===== config.mk =====
export PLATFORM = sky130hd
export DESIGN_NAME = uart_rx_fifo
export DESIGN_NICKNAME = d
export VERILOG_FILES = /design/src/rtl/uart_rx_fifo.sv
export SDC_FILE = /design/constraint.sdc
export NUM_CORES = 1
export LEC_CHECK = 0
export CORE_ASPECT_RATIO = 1.1
export CORE_MARGIN = 3
export CORE_UTILIZATION = 60
export DETAILED_ROUTE_END_ITERATION = 10
export GPL_TIMING_DRIVEN = 0
export PLACE_DENSITY = 0.79
export RECOVER_POWER = 50
export SKIP_CTS_REPAIR_TIMING = 1
export SLEW_MARGIN = 5
export SYNTH_ARGS = -nofsm -noshare
export SYNTH_HDL_FRONTEND = slang
export SYNTH_SLANG_ARGS = --single-unit

===== constraint.sdc =====
create_clock -name clk -period 4.7 [get_ports clk]
set_clock_uncertainty 0.2 [all_clocks]
set_input_delay 0.47 -clock clk [delete_from_list [all_inputs] [get_ports clk]]
set_output_delay 0.47 -clock clk [all_outputs]
set_load 0.02 [all_outputs]

===== src/rtl/uart_rx_fifo.sv =====
// uart_rx_fifo: receive-side frame buffer behind the UART receiver.
// Each completed frame {stop_err, parity_err, data} is pushed into a circular
// FIFO on a one-cycle strobe. The host side drains it through a
// first-word-fall-through read port. Fill level, full/empty and a sticky
// overrun flag are reported so that no dropped byte goes unnoticed.
//
// Optional build macro RX_DROP_BAD_FRAMES_EN: frames carrying a parity or
// stop error are discarded instead of stored and are counted in bad_cnt.
// The head error flags are then tied low.
module uart_rx_fifo #(
   parameter int DATA_W = 8,
   parameter int DEPTH  = 16,  // power of two, at least 2
   parameter int ADDR_W = 4    // log2(DEPTH)
) (
   input  logic              clk,
   input  logic              rstn,
   input  logic              rx_valid,
   input  logic [DATA_W-1:0] rx_data,
   input  logic              rx_parity_err,
   input  logic              rx_stop_err,
   input  logic              rd_en,
   output logic [DATA_W-1:0] rd_data,
   output logic              rd_parity_err,
   output logic              rd_stop_err,
   output logic              empty,
   output logic              full,
   output logic [ADDR_W:0]   count,
   output logic              overrun,
`ifdef RX_DROP_BAD_FRAMES_EN
   output logic [7:0]        bad_cnt,
`endif
   input  logic              clr_overrun
);

   localparam logic [ADDR_W:0] COUNT_FULL = (ADDR_W+1)'(DEPTH);

   logic [DATA_W+1:0] mem [DEPTH];
   logic [ADDR_W-1:0] wr_ptr;
   logic [ADDR_W-1:0] rd_ptr;
   logic [ADDR_W:0]   count_nxt;
   logic [DATA_W+1:0] head;
   logic              frame_ok;
   logic              do_wr;
   logic              do_rd;
   logic              drop;

`ifdef RX_DROP_BAD_FRAMES_EN
   assign frame_ok = !(rx_parity_err || rx_stop_err);
`else
   assign frame_ok = 1'b1;
`endif

   // A write is taken while not full, or while full if a read frees the head
   // slot in the same cycle. A read on an empty FIFO is simply ignored.
   assign do_rd = rd_en && !empty;
   assign do_wr = rx_valid && frame_ok && (!full || rd_en);
   assign drop  = rx_valid && frame_ok && full && !rd_en;

   assign empty = (count == '0);
   assign full  = (count == COUNT_FULL);

   // Occupancy update: +1 write-only, -1 read-only, hold otherwise.
   always_comb begin
      // NOTE: every always_comb output gets a default first so no path can
      // leave it unassigned and infer a latch.
      count_nxt = count;
      case ({do_wr, do_rd})
         2'b10:   count_nxt = count + 1'b1;
         2'b01:   count_nxt = count - 1'b1;
         default: count_nxt = count;
      endcase
   end

   // Storage array write port.
   always_ff @(posedge clk) begin
      // NOTE: the storage array has no reset; empty/count gate every read,
      // so stale contents are never observed and the array maps onto RAM.
      if (do_wr) mem[wr_ptr] <= {rx_stop_err, rx_parity_err, rx_data};
   end

   // Pointers, occupancy and sticky overrun.
   always_ff @(posedge clk or negedge rstn) begin
      // NOTE: sequential state uses non-blocking assignments so every
      // register samples the pre-edge values of its inputs.
      if (!rstn) begin
         wr_ptr  <= '0;
         rd_ptr  <= '0;
         count   <= '0;
         overrun <= 1'b0;
      end else begin
         if (do_wr) wr_ptr <= wr_ptr + 1'b1;
         if (do_rd) rd_ptr <= rd_ptr + 1'b1;
         count <= count_nxt;
         if (drop)             overrun <= 1'b1;   // set wins over clear
         else if (clr_overrun) overrun <= 1'b0;
      end
   end

`ifdef RX_DROP_BAD_FRAMES_EN
   // Saturating count of frames discarded for parity/stop errors.
   always_ff @(posedge clk or negedge rstn) begin
      if (!rstn)                                                bad_cnt <= '0;
      else if (rx_valid && !frame_ok && bad_cnt != 8'hFF)       bad_cnt <= bad_cnt + 1'b1;
   end
`endif

   // First-word-fall-through head, forced to zero while empty.
   assign head    = empty ? '0 : mem[rd_ptr];
   assign rd_data = head[DATA_W-1:0];
`ifdef RX_DROP_BAD_FRAMES_EN
   assign rd_parity_err = 1'b0;
   assign rd_stop_err   = 1'b0;
`else
   assign rd_parity_err = head[DATA_W];
   assign rd_stop_err   = head[DATA_W+1];
`endif

endmodule


# Word level (Yosys, flattened, before mapping)
# Memory sizes are Yosys's and may differ from the RTL's.
# Index checks and enable logic that the tools add are counted.
[word_totals]
memories = 1
in_bits = 15
mem_bits_rw = 160
regBits = 14
[memory_table]
columns = ["memory", "depth", "word_bits", "rd", "rd_clocked_by_memory_dff", "write_ports", "line", "text"]
rows = [
  ["mem", 16, 10, 1, 0, 1, "37", "logic [DATA_W+1:0] mem [DEPTH];"],
]
[op_classes]
n_mux = 6
reduce_logical = 11
n_addsub = 4
n_eq_ne = 3
[op_table]
columns = ["op", "count"]
rows = [
  ["10-bit two-way mux", 1],
  ["5-bit case mux with 2 select lines", 1],
  ["4-bit by 1-bit adder with 4-bit output, second input constant", 2],
  ["5-bit by 1-bit adder with 5-bit output, second input constant", 1],
  ["5-bit == test, second input constant", 1],
  ["5-bit logical NOT", 1],
  ["5-bit by 1-bit subtractor with 5-bit output, second input constant", 1],
  ["1-bit logical AND", 4],
  ["1-bit two-way mux", 4],
  ["2-bit nonzero test", 2],
  ["1-bit logical NOT", 3],
  ["2-bit by 1-bit == test with 1-bit output, second input constant", 1],
  ["2-bit == test, second input constant", 1],
  ["1-bit logical OR", 1],
]

# Depth between registers and ports, before layout
[logic_depth]
word_depth = 6
mapped_depth = 13
mapped_depth_nobuf = 11

# Worst setup path after synthesis
# Ideal clock, no wire load.
[synth_timing]
path_type = "flip-flop to flip-flop"
startpoint = "register count[1]"
endpoint = "register count[4]"
path_slack_ps = 1266
t_required_ps = 4420
arrival_ps = 3154
n_path_buf = 2
synth_period_minus_slack_ps = 3434
setup_time_ps = 80
path_stages_with_launch = 13
path_cell_list = "dfrtp_1 > buf_6 > or4_4 > o31a_4 > clkinv_4 > ha_1 > clkbuf_1 > xor2_1 > ha_1 > a21oi_1 > or4b_2 > o31ai_1 > xnor2_1"
[synth_via]
elab_chain_cells = 6
[synth_lines]
columns = ["element", "line", "text"]
rows = [
  ["start: declaration", "27", "output logic [ADDR_W:0] count,"],
  ["start signal: assignment", "93", "count <= count_nxt;"],
  ["5-bit == test", "60", "assign full = (count == COUNT_FULL);"],
  ["1-bit logical NOT", "56", "assign do_wr = rx_valid && frame_ok && (!full || rd_en);"],
  ["1-bit logical OR", "56", ""],
  ["1-bit logical AND", "56", ""],
  ["2-bit by 1-bit == test with 1-bit output or 2-bit == test (tied branches)", "67", "case ({do_wr, do_rd})"],
  ["5-bit case mux with 2 select lines or 2-bit nonzero test (tied branches)", "n/a", ""],
]
# Several ways; a longest one is shown, not always the timed one.
# A chain may end at the register's enable or synchronous reset.

# Worst setup path after layout
# Ends and elaborated chain as after synthesis.

==> metrics.csv <==
metric,value,unit
finalWirelength,14.3,mm
cp-start-kind,flop,
drive_gt1_share,22.1,%
num_vias,3487,
syn_area,0.00707,mm^2
dieArea,0.0131,mm^2
worstMarginPinSlew,1.11,ns
path_class,flop to flop,
clock_sinks,174,
min_period,3.73,ns
h-tree-depth,4,
detailedRoute.firstIterationViolations,339,
final-seq-area,0.00515,mm^2
cp.required,4.85,ns
hold_viol_final,0,
final_antenna_net_count,0,
grt_max_degree,17,
cp-end-kind,flop,
post_synth_num_cell_types,39,
clkSlewWorstSetupHoldPaths,0.06,ns
wl_per_cell,25.2,um
drv_cap,0,
place_congestion,0.732,
holdCritPathClass,flop to flop,
diodes,0,
power.leakage,2.74,nW
core,0.0112,mm^2
grt_pass1_vias,3722,
ys_seq_area_share,72.9,%
setup_viol,0,
fill_cells,682,
dp_hpwl,8.48,mm
port_buffers,32,
clock.fmax,268,MHz
power_density,639,mW/mm^2
status,"complete, no violations",
clock_path_buffers,2,
avgSynthCellArea,19.9,um^2
grt_pass1_wl,21.4,mm
critPathSlowestCell,or4b_2,
crit_arrival,3.88,ns
fin_crit_sh,79.5,%
cts_tree,yes,
initial_core_util,63.1,%
dp_cells,535,
nNetsFinal,430,
critPathMaxStageDelay,0.61,ns
floorplan.rows,40,
yosysTopAreaCell,edfxtp_1,
yosys_warnings,0,
synthCells,356,
cts_buffers,17,
rsz0062_at_grt,false,
ioPinCount,33,
synth_area_leaders,"edfxtp_1 (68%), mux4_2 (13%), dfrtp_1 (5.0%), mux2_2 (1.8%), ha_1 (1.4%)",
ir_drop,0.416,mV
timing.slew.headroom,25.7,%
routed_via_density,6.15,
area_delta_synth_final,15.4,%
clk_latency,0.42,ns
dr.pass1.iters,4,
finalNonFillerCells,567,
multi_input_area,0.00176,mm^2
drc,0,
synth_top_area_share,68.0,%
final_max_slew_viol_count,0,
whs,0.317,ns
die_x,110,um
ys_ff_latch,174,
die_y,120,um
postLayoutCoreUtil,72.8,%
mostFrequentLayoutCell,edfxtp_1,
grt_use_total,23.3,%
crit_chain,"clkbuf_1, or4_1, o31a_1, clkinv_4, ha_1, clkbuf_1, xor2_1, ha_1, a21oi_1, or4b_2, o31ai_1, xnor2_1",
cp_max_fo,9,
antenna_found_initial,0,
finalSetupTns,0,ns
synth_fp_nets,379,
grt_overflow,0,
root_buffer,clkbuf_16,
layout_common_cells,"edfxtp_1 (160), mux4_2 (40), clkdlybuf4s50_1 (19), clkbuf_16 (17), dfrtp_1 (14)",
-- critical path: cells and delay by family (launching register included) --
family          cells  cell delay (ns)
xor+xnor            2             0.33
flops               1             0.38
simple gates        2             1.20
buf+inv             3             0.61
fa+ha+maj           2             0.37
compound gates      3             0.58
-- cell usage after synthesis (all sizes together) --
master  instances
dfrtp          14
and2            8
nand2           4
a32o            1
xor2            4
ha              8
mux2i          10
xnor2           8
nand2b          1
o21ai          13
clkbuf          4
mux4           40
mux2           12
nor3b           2
nor2            7
clkinv          1
nor2b           1
a211o           1
a21oi          13
o31a            1
o31ai           1
nor3            2
buf            15
inv             7
nand3b          2
edfxtp        160
a21boi          1
nand3           7
or4             1
or4b            1
nand4           1
and3            5
-- state kept, by name (all words and copies together), names as in the netlist --
| name | flops |
|---|---|
| overrun | 1 |
| count | 5 |
| rd_ptr | 4 |
| wr_ptr | 4 |
| mem | 160 |
-- cell families (layout without fill, tap and decap cells) --
family / after synthesis / count (layout) / synth area share [%]
AO/OA/AOI/OAI: 31 / 31 / 2.57
adder cells (fa/ha/maj): 8 / 8 / 1.42
flip-flops: 174 / 174 / 72.9
XOR/XNOR: 12 / 12 / 1.49
multiplexers: 62 / 62 / 16.1
buffers and inverters: 27 / 91 / 2.02
AND/OR/NAND/NOR: 42 / 42 / 3.54
-- routing by layer --
metal | global-route usage (%) | vias up | share of wire, %
met5 | 0 | - | 0
met4 | 9.90 | 0 | 2.8
met3 | 5.97 | 32 | 7.0
met2 | 37.7 | 152 | 52
met1 | 30.1 | 1772 | 38
li1 | - | 1531 | -
-- path summary, 6_finish.rpt --
kind	from	end	slack, ns	cells after the start
setup reg to reg	count[1]	count[4]	0.97	12
hold / removal	overrun	overrun	0.32	1
min in group asynchronous	rstn	count[1]	0.34	1
max in group asynchronous	rstn	wr_ptr[3]	3.52	1
setup / recovery	count[1]	count[4]	0.97	12
hold reg to reg	overrun	overrun	0.32	1
-- layout make-up --
| class | count | share of cell area, % |
|---|---|---|
| timing repair buffer | 32 | 3.92 |
| tap | 147 | 2.25 |
| inverter | 8 | 0.429 |
| buffer | 19 | 1.23 |
| sequential | 174 | 63.2 |
| multi-input combinational | 155 | 21.6 |
| clock inverter | 11 | 2.04 |
| clock buffer | 21 | 5.40 |
-- stage by stage --
step	total power [mW]	instance area, um^2	setup WS, ns
after floorplan	3.20	7070	1.27
after global placement	3.75	7570	1.15
after global routing	5.43	8160	0.744
after detailed placement	3.82	7570	1.11
final	5.22	8160	0.965
after CTS	5.27	8180	0.963
-- power breakdown --
part	switching [mW]	leakage, nW	internal, mW
registers	0.0937	1.61	1.89
logic	0.954	0.842	0.833
clock network	0.556	0.290	0.888
total	1.60	2.74	3.62
Note: power is estimated with default switching activity, not from simulation.
